### src/rtl/delay_scheduler.sv
// Shares one elapsed-cycle counter among N requesters, granting it round-robin
// and pulsing done to the owner when its latched delay length has elapsed.
module delay_scheduler #(
  parameter int N     = 4,
  parameter int WIDTH = 24
) (
  input  logic               clk,
  input  logic               reset,
  input  logic [N-1:0]       req,
  input  logic [N*WIDTH-1:0] len,
  output logic [N-1:0]       grant,
  output logic [N-1:0]       done,
  output logic               busy,
  output logic [WIDTH-1:0]   elapsed
);

  localparam int IW = (N > 1) ? $clog2(N) : 1;

  typedef enum logic [1:0] {
    IDLE,
    RUN,
    DONE
  } state_e;

  state_e           state_q;
  logic [N-1:0]     grant_q;
  logic [N-1:0]     done_q;
  logic             busy_q;
  logic [WIDTH-1:0] elapsed_q;
  logic [WIDTH-1:0] len_q;
  logic [IW-1:0]    last_q;
  logic [IW-1:0]    winner_q;

  logic             win_found_d;
  logic [IW-1:0]    win_idx_d;
  logic [N-1:0]     win_onehot_d;
  logic [WIDTH-1:0] win_len_d;

  // Scan from the slot after the previous owner; walking the offsets downward
  // lets the nearest pending requester overwrite any farther one.
  // NOTE: every signal driven here gets a default first, so no latch is inferred.
  always_comb begin
    int cand;
    cand         = 0;
    win_found_d  = 1'b0;
    win_idx_d    = '0;
    for (int off = N; off >= 1; off--) begin
      cand = (int'(last_q) + off) % N;
      if (req[IW'(cand)]) begin
        win_found_d = 1'b1;
        win_idx_d   = IW'(cand);
      end
    end
    win_onehot_d            = '0;
    win_onehot_d[win_idx_d] = 1'b1;
    win_len_d               = len[win_idx_d*WIDTH +: WIDTH];
  end

  // NOTE: state and outputs update with non-blocking assignments so every
  // register samples pre-edge values regardless of statement order.
  always_ff @(posedge clk) begin
    if (reset) begin
      state_q   <= IDLE;
      grant_q   <= '0;
      done_q    <= '0;
      busy_q    <= 1'b0;
      elapsed_q <= '0;
      len_q     <= '0;
      last_q    <= IW'(N - 1);
      winner_q  <= '0;
    end else begin
      case (state_q)
        IDLE: begin
          done_q <= '0;
          if (win_found_d) begin
            winner_q  <= win_idx_d;
            grant_q   <= win_onehot_d;
            len_q     <= win_len_d;
            elapsed_q <= '0;
            busy_q    <= 1'b1;
            if (win_len_d == '0) begin
              state_q <= DONE;
              done_q  <= win_onehot_d;
            end else begin
              state_q <= RUN;
            end
          end
        end
        RUN: begin
          // A dropped request abandons the delay and takes priority over completion.
          if (!req[winner_q]) begin
            state_q   <= IDLE;
            grant_q   <= '0;
            busy_q    <= 1'b0;
            elapsed_q <= '0;
            last_q    <= winner_q;
          end else if (elapsed_q == len_q - WIDTH'(1)) begin
            state_q   <= DONE;
            elapsed_q <= len_q;
            done_q    <= grant_q;
          end else begin
            elapsed_q <= elapsed_q + WIDTH'(1);
          end
        end
        DONE: begin
          state_q   <= IDLE;
          grant_q   <= '0;
          done_q    <= '0;
          busy_q    <= 1'b0;
          elapsed_q <= '0;
          last_q    <= winner_q;
        end
        default: begin
          state_q   <= IDLE;
          grant_q   <= '0;
          done_q    <= '0;
          busy_q    <= 1'b0;
          elapsed_q <= '0;
        end
      endcase
    end
  end

  assign grant   = grant_q;
  assign done    = done_q;
  assign busy    = busy_q;
  assign elapsed = elapsed_q;

endmodule
### config.mk
export PLATFORM = sky130hd
export DESIGN_NAME = delay_scheduler
export DESIGN_NICKNAME = d
export VERILOG_FILES = /design/src/rtl/delay_scheduler.sv
export SDC_FILE = /design/constraint.sdc
export NUM_CORES = 1
export LEC_CHECK = 0
export CORE_ASPECT_RATIO = 0.9
export CORE_UTILIZATION = 50
export DETAILED_ROUTE_END_ITERATION = 7
export DONT_BUFFER_PORTS = 1
export GPL_TIMING_DRIVEN = 1
export PLACE_DENSITY = 0.68
export SYNTH_ARGS = -nofsm -noshare
export SYNTH_HDL_FRONTEND = slang
export SYNTH_SLANG_ARGS = --single-unit
export TNS_END_PERCENT = 100
### constraint.sdc
create_clock -name clk -period 3 [get_ports clk]
set_input_delay 0.3 -clock clk [delete_from_list [all_inputs] [get_ports clk]]
set_output_delay 0.3 -clock clk [all_outputs]
set_load 0.005 [all_outputs]
==> impl_metrics.env <==
export IMPL_status="completed"
export IMPL_max_slew_margin_pct=45.52
export IMPL_routed_wl_mm=15.75
export IMPL_grt_use_met2_pct=50.16
export IMPL_initial_core_util_pct=52.44
export IMPL_clock_sinks=63
export IMPL_timing_final_crit_share_pct=99.37
export IMPL_antenna_left=0
export IMPL_rows=33
export IMPL_overflow=0
export IMPL_async_flop_share_pct=0
export IMPL_fin_nets=760
export IMPL_met3_usage_pct=7.929
export IMPL_worstPathArrival_ps=3190
export IMPL_min_path_type="input pin to flip-flop"
export IMPL_top_level_ports=135
export IMPL_area_growth_syn_to_layout_pct=17.92
export IMPL_synth_edf_count=0
export IMPL_holdWs_ps=22.52
export IMPL_finalSetupViolCount=0
export IMPL_gr_max_usage_layer="met2"
export IMPL_cts_buffers=9
export IMPL_critPathKind="flip-flop to flip-flop"
export IMPL_port_buffers=0
export IMPL_die_y_um=95.65
export IMPL_maxCapViolCount=0
export IMPL_clockRootBuffer="clkbuf_8"
export IMPL_drt_iter0_drc=433
export IMPL_p_leak_uw=0.002290
export IMPL_use_met1_pct=37.52
export IMPL_hpwl_mm=11.39
export IMPL_synth_cell_types=61
export IMPL_dieWidth_um=106.1
export IMPL_syn_area_mm2=0.004872
export IMPL_startpoint_type="flip-flop"
export IMPL_clock_latency_ps=350
export IMPL_clk_pin_slew_ps=80
export IMPL_cp_cell_sequence="nor4_4 > nand2_2 > or4_1 > a211o_1 > a21o_1 > or3_4 > clkbuf_16 > a31oi_1 > o22ai_1"
export IMPL_crit_fanout=17
export IMPL_tightestPinTransition_ps=817.2
export IMPL_postSynthAreaPerCell_um2=7.771
export IMPL_cp_top_family="simple AND/OR/NAND/NOR gates"
export IMPL_grt_use_total_pct=29.90
export IMPL_htreeDepth=3
export IMPL_critPathCaptureType="flip-flop"
export IMPL_synth_flop_cell="dfxtp_1"
export IMPL_synthesis_nets=731
export IMPL_dr_pass1_iters=5
export IMPL_cts_tree="done"
export IMPL_fmax_mhz=335.5
export IMPL_antenna_found_initial=0
export IMPL_die_area_mm2=0.01014
export IMPL_gp_congestion=0.9099
export IMPL_post_route_drc_count=0
export IMPL_peakVddDrop_mv=0.3721
export IMPL_ys_ff_latch=63
export IMPL_slowest_delay_ps=540
export IMPL_hold_violations=0
export IMPL_synth_cells=627
export IMPL_vias=4962
export IMPL_cts_max_path_buffers=2
export IMPL_drive_above_1_share_pct=18.03
export IMPL_core_mm2=0.009290
export IMPL_power_per_cell_area_mw_per_mm2=515.2
export IMPL_grt_pass1_wl_mm=23.38
export IMPL_n_antenna_cell=0
export IMPL_yosys_warnings=0
export IMPL_fin_crit_ps=2981
export IMPL_rsz0062_at_grt="yes"
export IMPL_ys_seq_area_share_pct=25.89
export IMPL_path_buf_inv=1
export IMPL_skew_ps=15.94
export IMPL_fillCellCount=843
export IMPL_timing_setup_tns_ps=0
export IMPL_cp_slowest_cell="or4_1"
export IMPL_slew_violations=0
export IMPL_p_total_uw=2960
export IMPL_post_drt_wl_per_cell_um=20.14
export IMPL_grt_pass1_vias=4576
export IMPL_viasPerCell=6.345
export IMPL_fin_util_pct=61.85
export IMPL_cp_required_ps=3210
export IMPL_grt_start_max_net_pins=52
## worst reg2reg max path, stage by stage, from the launching register on
cell and delay, ps:
dfxtp_2 370, nor4_4 360, nand2_2 170, or4_1 540, a211o_1 310, a21o_1 220, or3_4 430, clkbuf_16 220
a31oi_1 130, o22ai_1 100
## final timing paths
check	slack (ps)	start	to	cells after the start
max	20	len_q[5]	elapsed[8]	9
min	20	reset	elapsed[17]	1
max reg2reg	20	len_q[5]	elapsed[8]	9
min reg2reg	530	winner_q[1]	last_q[1]	1
## cell usage after synthesis (all sizes together) (4+ instances only)
master	n	share of area, %
a32oi	9	1.6
xor2	14	2.5
nor4	15	2.5
or3	7	0.90
nor4b	6	1.1
o22ai	12	1.5
nor3	29	3.1
a211o	10	1.8
clkbuf	31	2.4
a31oi	15	1.9
o21ai	13	1.3
or2	10	1.3
nand3	19	2.0
nor2	36	2.8
dfxtp	63	26
mux2i	85	17
o211ai	4	0.62
xnor2	16	2.9
nand3b	4	0.62
and3	12	1.5
nand4	6	0.77
nand2	77	6.0
nor2b	4	0.51
nand2b	6	0.77
buf	14	1.6
or4	4	0.62
inv	21	1.6
a21oi	48	4.9
## report_power, final
part,switching (uW),internal [uW],total (uW)
clock network,332,360,692
registers,89.4,906,995
logic,704,569,1270
total,1130,1830,2960
## timing repair
action | 4_1_cts | 5_1_grt
gates resized for setup | 2 | 23
hold endpoints to repair | 0 | 4
cloned | 0 | 6
pin swaps | 1 | 13
endpoints found under the setup margin | 18 | 29
hold buffers | 0 | 1
setup buffers | 2 | 6
## logic make-up after synthesis
family / count (synthesis) / share of synthesized area (%)
buf+inv: 66 / 5.624
simple gates: 246 / 26.71
compound gates: 131 / 17.26
fa+ha+maj: 2 / 0.5135
mux: 89 / 18.62
xor+xnor: 30 / 5.393
flops: 63 / 25.89
## per-layer routing
metal	vias to the layer above	wire length, um
met3	27	1338
met1	2362	6798
li1	2352	-
met4	0	298
met5	-	0
met2	221	7315
## placed cells by master (no fill, tap or decap), drive strengths merged, types with 7 or more instances in the layout
| cell type | n |
|---|---|
| a21oi | 48 |
| inv | 21 |
| dfxtp | 63 |
| o22ai | 12 |
| nor4 | 15 |
| clkbuf | 16 |
| and3 | 12 |
| or3 | 7 |
| o21ai | 13 |
| xnor2 | 16 |
| xor2 | 14 |
| nand3 | 19 |
| nor3 | 29 |
| a32oi | 9 |
| buf | 58 |
| nor2 | 36 |
| nand2 | 77 |
| or2 | 10 |
| a211o | 10 |
| a31oi | 15 |
| mux2i | 85 |
## flip-flops by register name (all words and copies together) (netlist names)
signal	count
elapsed	24
busy	1
state_q	2
last_q	2
grant	4
len_q	24
winner_q	2
done	4
## metrics by stage
stage          instance area, um2  std cells  worst slack (ps)
6_report                     5746        782             18.97
5_1_grt                      5746        782            -90.95
4_1_cts                      5469        769             2.326
3_5_place_dp                 5269        752            -66.98
3_3_place_gp                 5269        752            -20.53
2_1_floorplan                4886        627             9.632
## final cells by class
type,count,area [um2],share of cell area [%]
Timing Repair Buffer,63,588.1,10.24
Clock inverter,3,17.52,0.3049
Multi-Input combinational cell,498,3467,60.34
Tap cell,122,152.6,2.657
Clock buffer,12,165.2,2.875
Sequential cell,63,1271,22.13
Inverter,21,83.83,1.459
(Power assumes the default switching activity.)
